$ cat src/rtl/io_strobe_edge.sv
// Rising-edge detector for strobes from slower or asynchronous logic.
// Emits a one-clk pulse per rising edge; history resets high so a strobe held across reset is ignored.
module io_strobe_edge #(
  parameter int unsigned SYNC = 1
) (
  input  logic clk,
  input  logic reset,
  input  logic strobe,
  output logic pulse
);

  logic sampled;
  logic prev_q;

  generate
    if (SYNC != 0) begin : g_sync
      logic [1:0] sync_q;
      always_ff @(posedge clk or posedge reset) begin
        if (reset) begin
          sync_q <= 2'b11;
        end else begin
          sync_q <= {sync_q[0], strobe};
        end
      end
      assign sampled = sync_q[1];
    end else begin : g_nosync
      logic samp_q;
      always_ff @(posedge clk or posedge reset) begin
        if (reset) begin
          samp_q <= 1'b1;
        end else begin
          samp_q <= strobe;
        end
      end
      assign sampled = samp_q;
    end
  endgenerate

  always_ff @(posedge clk or posedge reset) begin
    if (reset) begin
      prev_q <= 1'b1;
    end else begin
      prev_q <= sampled;
    end
  end

  assign pulse = sampled & ~prev_q;

endmodule

$ cat src/rtl/io_sfifo.sv
// Single-clock FIFO with full 2^DEPTH capacity, occupancy count, threshold flags,
// sticky overflow/underflow and synchronous flush; strobe or level driven on both sides.
module io_sfifo #(
  parameter int unsigned DATA_WIDTH  = 8,
  parameter int unsigned DEPTH       = 4,
  parameter int unsigned STROBE_SYNC = 1,
  parameter int unsigned AF_LEVEL    = (1 << DEPTH) - 2,
  parameter int unsigned AE_LEVEL    = 1
) (
  input  logic                  clk,
  input  logic                  reset,
  input  logic                  flush,
  input  logic [DATA_WIDTH-1:0] in,
  input  logic                  in_strobe,
  input  logic                  in_enable,
  output logic [DATA_WIDTH-1:0] out,
  input  logic                  out_strobe,
  input  logic                  out_enable,
  output logic                  empty,
  output logic                  data_available,
  output logic                  full,
  output logic [DEPTH:0]        count,
  output logic                  almost_full,
  output logic                  almost_empty,
  output logic                  overflow,
  output logic                  underflow,
  input  logic                  err_clr
);

  localparam int unsigned CAPACITY = 1 << DEPTH;
  localparam logic [DEPTH:0] AF_LVL = (DEPTH + 1)'(AF_LEVEL);
  localparam logic [DEPTH:0] AE_LVL = (DEPTH + 1)'(AE_LEVEL);

  logic [DATA_WIDTH-1:0] mem [CAPACITY];

  logic [DEPTH:0]        wr_ptr_q, wr_ptr_d;
  logic [DEPTH:0]        rd_ptr_q, rd_ptr_d;
  logic [DATA_WIDTH-1:0] last_out_q, last_out_d;
  logic                  overflow_q, overflow_d;
  logic                  underflow_q, underflow_d;

  logic in_pulse, out_pulse;
  logic wr_req, rd_req, wr_ok, rd_ok;

  io_strobe_edge #(
    .SYNC (STROBE_SYNC)
  ) u_in_edge (
    .clk    (clk),
    .reset  (reset),
    .strobe (in_strobe),
    .pulse  (in_pulse)
  );

  io_strobe_edge #(
    .SYNC (STROBE_SYNC)
  ) u_out_edge (
    .clk    (clk),
    .reset  (reset),
    .strobe (out_strobe),
    .pulse  (out_pulse)
  );

  assign wr_req = in_pulse | in_enable;
  assign rd_req = out_pulse | out_enable;

  assign empty          = (wr_ptr_q == rd_ptr_q);
  assign full           = (wr_ptr_q[DEPTH-1:0] == rd_ptr_q[DEPTH-1:0]) &&
                          (wr_ptr_q[DEPTH] != rd_ptr_q[DEPTH]);
  assign data_available = ~empty;
  assign count          = wr_ptr_q - rd_ptr_q;
  assign almost_full    = (count >= AF_LVL);
  assign almost_empty   = (count <= AE_LVL);
  assign overflow       = overflow_q;
  assign underflow      = underflow_q;
  assign out            = empty ? last_out_q : mem[rd_ptr_q[DEPTH-1:0]];

  // Flush suppresses both transfers and error detection for the cycle.
  assign wr_ok = wr_req & ~full & ~flush;
  assign rd_ok = rd_req & ~empty & ~flush;

  always_comb begin
    wr_ptr_d    = wr_ptr_q;
    rd_ptr_d    = rd_ptr_q;
    last_out_d  = last_out_q;
    overflow_d  = overflow_q & ~err_clr;
    underflow_d = underflow_q & ~err_clr;
    if (flush) begin
      wr_ptr_d = '0;
      rd_ptr_d = '0;
    end else begin
      if (wr_ok) wr_ptr_d = wr_ptr_q + 1'b1;
      if (rd_ok) begin
        rd_ptr_d   = rd_ptr_q + 1'b1;
        last_out_d = mem[rd_ptr_q[DEPTH-1:0]];
      end
      if (wr_req && full)  overflow_d  = 1'b1;
      if (rd_req && empty) underflow_d = 1'b1;
    end
  end

  always_ff @(posedge clk or posedge reset) begin
    if (reset) begin
      wr_ptr_q    <= '0;
      rd_ptr_q    <= '0;
      last_out_q  <= '0;
      overflow_q  <= 1'b0;
      underflow_q <= 1'b0;
    end else begin
      wr_ptr_q    <= wr_ptr_d;
      rd_ptr_q    <= rd_ptr_d;
      last_out_q  <= last_out_d;
      overflow_q  <= overflow_d;
      underflow_q <= underflow_d;
    end
  end

  always_ff @(posedge clk) begin
    if (wr_ok) mem[wr_ptr_q[DEPTH-1:0]] <= in;
  end

endmodule

$ cat config.mk
export PLATFORM = sky130hd
export DESIGN_NAME = io_sfifo
export DESIGN_NICKNAME = d
export VERILOG_FILES = /design/src/rtl/io_strobe_edge.sv /design/src/rtl/io_sfifo.sv
export SDC_FILE = /design/constraint.sdc
export NUM_CORES = 1
export LEC_CHECK = 0
export CAP_MARGIN = 20
export CORE_MARGIN = 3
export CORE_UTILIZATION = 55
export CTS_CLUSTER_DIAMETER = 80
export CTS_CLUSTER_SIZE = 28
export DETAILED_ROUTE_END_ITERATION = 6
export PLACE_DENSITY = 0.8
export REMOVE_ABC_BUFFERS = 1
export SLEW_MARGIN = 10
export SYNTH_ARGS = -nofsm -noshare
export SYNTH_HDL_FRONTEND = slang
export SYNTH_SLANG_ARGS = --single-unit
export TNS_END_PERCENT = 100
$ cat constraint.sdc
create_clock -name clk -period 3.55 [get_ports clk]
set_input_delay 0.355 -clock clk [delete_from_list [all_inputs] [get_ports clk]]
set_output_delay 0.355 -clock clk [all_outputs]
set_load 0.02 [all_outputs]
# Word level (Yosys, flattened, before mapping)
# Memories as Yosys holds them, arrays and structs flattened.
# Index checks and enable logic that the tools add are counted.
# W data, S select, Z words.
[op_classes]
add_sub_neg = 3
order_cmp = 2
eq_ne = 3
n_mux = 11
bitwise = 16
reduce_logical = 6
[op_table]
columns = ["op", "n"]
rows = [
  ["$mux W5", 4],
  ["$add A5 B1 Y5 const B", 2],
  ["$and A1 B1 Y1", 8],
  ["$mux W8", 1],
  ["$mux W1", 6],
  ["$not A1 Y1", 6],
  ["$eq A5 B5 Y1", 1],
  ["$ge A5 B4 Y1 const B", 1],
  ["$le A5 B1 Y1 const B", 1],
  ["$sub A5 B5 Y5", 1],
  ["$eq A4 B4 Y1", 1],
  ["$reduce_bool A2 Y1", 2],
  ["$logic_and A1 B1 Y1", 3],
  ["$or A1 B1 Y1", 2],
  ["$reduce_and A2 Y1", 1],
  ["$ne A1 B1 Y1", 1],
]
[word_totals]
register_bits = 26
mem_bits_rw = 128
inputBits = 16
output_inout_bits = 20
word_cells = 51
mem_count = 1
[mem_list]
columns = ["name", "depth", "word_bits", "read_ports", "rd_ports_with_merged_regs", "wr", "line", "source"]
rows = [
  ["mem", 16, 8, 1, 0, 1, "io_sfifo.sv:34", "logic [DATA_WIDTH-1:0] mem [CAPACITY];"],
]

# Depth between registers and ports, before layout
[logic_depth]
word_depth = 7
mapped_depth = 10

# Hierarchy
# From an unflattened synthesis, not the netlist that was laid out.
[unflattened]
hier_cells = 396
hier_area_um2 = 6502.5
[by_module_without_submodules]
columns = ["mod", "n_inst", "cells_per_inst", "area_per_inst_um2"]
rows = [
  ["io_sfifo", 1, 386, 6309.8],
  ["io_strobe_edge", 2, 5, 96.3],
]

# Least setup slack after synthesis
# OpenSTA, ideal clock, no wires.
[synth_path]
path_kind = "reg-to-output"
startpoint = "register rd_ptr_q[1]"
endpoint = "output port out[0]"
arrival_time_ns = 2.644
required_ns = 3.195
setup_slack_ns = 0.551
path_stages_with_launch = 8
path_buffers = 2
cell_sequence = "dfrtp_1 -> inv_2 -> buf_1 -> ha_1 -> nand4_1 -> or2_2 -> clkbuf_1 -> mux2_2"
[synth_between]
elab_chain_cells = 2
word_cells_on_any_way = 3
[synth_rtl]
columns = ["item", "line", "source"]
rows = [
  ["from (decl)", "io_sfifo.sv:37", "logic [DEPTH:0] rd_ptr_q, rd_ptr_d;"],
  ["from (signal assigned)", "io_sfifo.sv:110", "rd_ptr_q <= rd_ptr_d;"],
  ["$mem_v2 Z16 W8 / $eq A5 B5 Y1 (equally long branches)", "n/a", ""],
  ["$mux W8 (*)", "io_sfifo.sv:75", "assign out = empty ? last_out_q : mem[rd_ptr_q[DEPTH-1:0]];"],
  ["to (decl)", "io_sfifo.sv:16", "output logic [DATA_WIDTH-1:0] out,"],
]
# Every way passes the cells marked *; elsewhere a longest branch is shown, timed or not.

# Worst setup path after layout
[layout_path]
startpoint = "register rd_ptr_q[2]"
endpoint = "output port out[6]"
# Same word-level chain as after synthesis.

==> results.json <==
{
  "status": "finished clean",
  "netlist_top_cells_count": "edfxtp_1, mux4_2, mux2i_1, nor2_1, dfrtp_1",
  "io_pins": 36,
  "drv_slew": 0,
  "end_kind": "output port",
  "min_period_over_period_pct": 92.8,
  "worstMarginPinSlew_ns": 0.748,
  "ant_nets": 0,
  "grt_pass1_vias": 3448,
  "viasPerCell": 6.10,
  "yosys_warnings": 0,
  "critical_path_class": "reg -> out",
  "yosysTopAreaCell": "edfxtp_1",
  "cts_tree": "yes",
  "die-area_mm2": 0.0130,
  "overflow": 0,
  "final_core_util_pct": 69.2,
  "holdWs_ns": 0.290,
  "power_density_mw_per_mm2": 684,
  "initial_utilization_pct": 57.7,
  "dr.pass1.iters": 5,
  "synth.top_cell.area_share_pct": 59.9,
  "grt_start_max_net_pins": 36,
  "cts_buffers": 17,
  "place.gp.congestion": 0.776,
  "p_leak_uw": 0.00273,
  "grt_usage_pct": 20.9,
  "wl_um": 12500,
  "synth-seq-cells": 154,
  "syn_area_mm2": 0.00642,
  "hold_viol_final": 0,
  "root_buffer": "clkbuf_16",
  "async_flop_share_pct": 16.9,
  "num-fill-cells": 706,
  "finalPower_uw": 5260,
  "dieWidth_um": 114,
  "area_growth_pct": 19.9,
  "syn_area_per_cell_um2": 18.4,
  "clk_latency_ns": 0.42,
  "finalClockSkew_ns": 0.0135,
  "timing.fmax_mhz": 304,
  "syn_inst": 348,
  "ctsHoldBuffers": 0,
  "synth.yosys.seq_area_share_pct": 70.2,
  "placedInstanceArea_mm2": 0.00703,
  "drc_errors": 0,
  "seq_area_mm2": 0.00450,
  "max-clock-path-buffers": 2,
  "coreArea_mm2": 0.0111,
  "multi_input_area_mm2": 0.00179,
  "max_cap_violations": 0,
  "setup_violations": 0,
  "rsz0062_at_grt": "false",
  "vias": 3409,
  "fin_nets": 433,
  "crit_fanout": 17,
  "wl_per_cell_um": 22.3,
  "r2r_setup_slack_ns": 0.83,
  "worst_ep_required_time_ns": 3.19,
  "yosysUniqueCellTypes": 39,
  "clock_sinks": 154,
  "finalInstanceArea_mm2": 0.00769,
  "die_y_um": 114,
  "antennaDiodeCount": 0,
  "yosysMostFrequentCell": "edfxtp_1",
  "antenna_found_initial": 0,
  "synth-edff-count": 128,
  "dp_hpwl_um": 7580,
  "final.min_clock_period_ns": 3.29,
  "ys.flop_type": "edfxtp_1",
  "hold_class": "in -> async",
  "cp_data_arrival_time_ns": 2.94,
  "worst_setup_path_start_kind": "flop",
  "slew_headroom_pct": 49.9,
  "drive_gt1_share_pct": 27.0,
  "first_iter_violations": 301,
  "fin_setup_tns_ns": 0,
  "clk_pin_slew_worst_paths_ns": 0.06,
  "htree_levels": 4,
  "synth_area_leaders": "edfxtp_1, mux4_2, dfrtp_1",
  "numPortBuffers": 35,
  "row_count": 38,
  "ir_drop_v": 0.000693,
  "grt_pass1_wl_um": 19900
}
==> layer usage <==
layer	global-route usage, %	share of wire [%]
met3	5.41	7.2
met4	7.21	0.90
met5	0	0
met1	29.5	42
met2	32.2	50
==> critical path, cell delays in order (launching register included) <==
cell	delay (ns)
dfrtp_2	0.42
buf_12	0.20
inv_1	0.13
ha_1	0.35
nand4_1	0.13
or2_2	0.42
mux2_2	0.27
clkdlybuf4s50_1	0.59
==> per-stage QoR <==
stage	worst slack (ns)	std cells
4_1_cts	0.113	557
3_3_place_gp	0.640	526
3_5_place_dp	0.590	526
2_1_floorplan	-0.236	333
6_report	0.257	559
5_1_grt	0.0687	559
==> worst paths after layout <==
check,from,end,cells past startpoint
min in group clk,in_strobe,u_in_edge.g_sync.sync_q[0],1
worst min-delay path,reset,wr_ptr_q[0],2
worst max-delay path,rd_ptr_q[2],out[6],7
worst min register to register,u_in_edge.g_sync.sync_q[0],u_in_edge.g_sync.sync_q[1],0
worst max register to register,rd_ptr_q[2],mem[5][1],8
max in group asynchronous,reset,rd_ptr_q[2],3
==> kinds of logic (layout without fill, tap and decap cells) <==
logic type / after synthesis / in the layout / synth area share (%)
buffers and inverters: 29 / 100 / 1.91
adder cells (fa/ha/maj): 10 / 10 / 2.07
multiplexers: 75 / 75 / 18.7
flip-flops: 154 / 154 / 70.2
XOR/XNOR: 7 / 7 / 1.07
AND/OR/NAND/NOR: 53 / 53 / 3.80
AO/OA/AOI/OAI: 20 / 20 / 2.24
==> timing repair <==
item	CTS	global route
setup buffers	0	0
endpoints found under the setup margin	0	7
resized for setup	0	1
==> area by class of cell <==
class                      count  share of cell area, %
sequential                   154                   58.5
multi-input combinational    165                   23.3
timing repair buffer          55                   7.16
clock buffer                  18                   5.58
clock inverter                13                   2.47
tap                          140                   2.28
inverter                      14                  0.683
==> layout by cell type, fill, tap and decap left out, types with 3 or more instances in the layout <==
master and count:
mux4_2 32, inv_1 12, clkinvlp_4 3, mux2_2 9
mux2_4 8, bufinv_16 4, nor3_1 5, nor2b_1 4
a21oi_1 3, clkdlybuf4s50_1 35, o32ai_1 3, clkbuf_16 18
xnor2_1 4, nand2_1 8, mux2i_1 26, buf_4 16
dfstp_2 6, ha_1 9, edfxtp_1 128, o21ai_0 4
nor2_1 25, dfrtp_1 18, inv_6 4
==> state kept, by name, summed over array words and instances, names as in the netlist <==
signal / flops
last_out_q: 8
u_in_edge.prev_q: 1
rd_ptr_q: 5
wr_ptr_q: 5
u_in_edge.g_sync.sync_q: 2
mem: 128
u_out_edge.prev_q: 1
u_out_edge.g_sync.sync_q: 2
underflow: 1
overflow: 1
==> power by group <==
group / internal [µW] / total, µW / switching [µW] / leakage (µW)
clock: 1180 / 1900 / 723 / 0.000291
combinational: 629 / 1240 / 606 / 0.000963
sequential: 2050 / 2120 / 74.9 / 0.00147
total: 3860 / 5260 / 1400 / 0.00273
No activity file was read; power rests on OpenSTA's default activity.
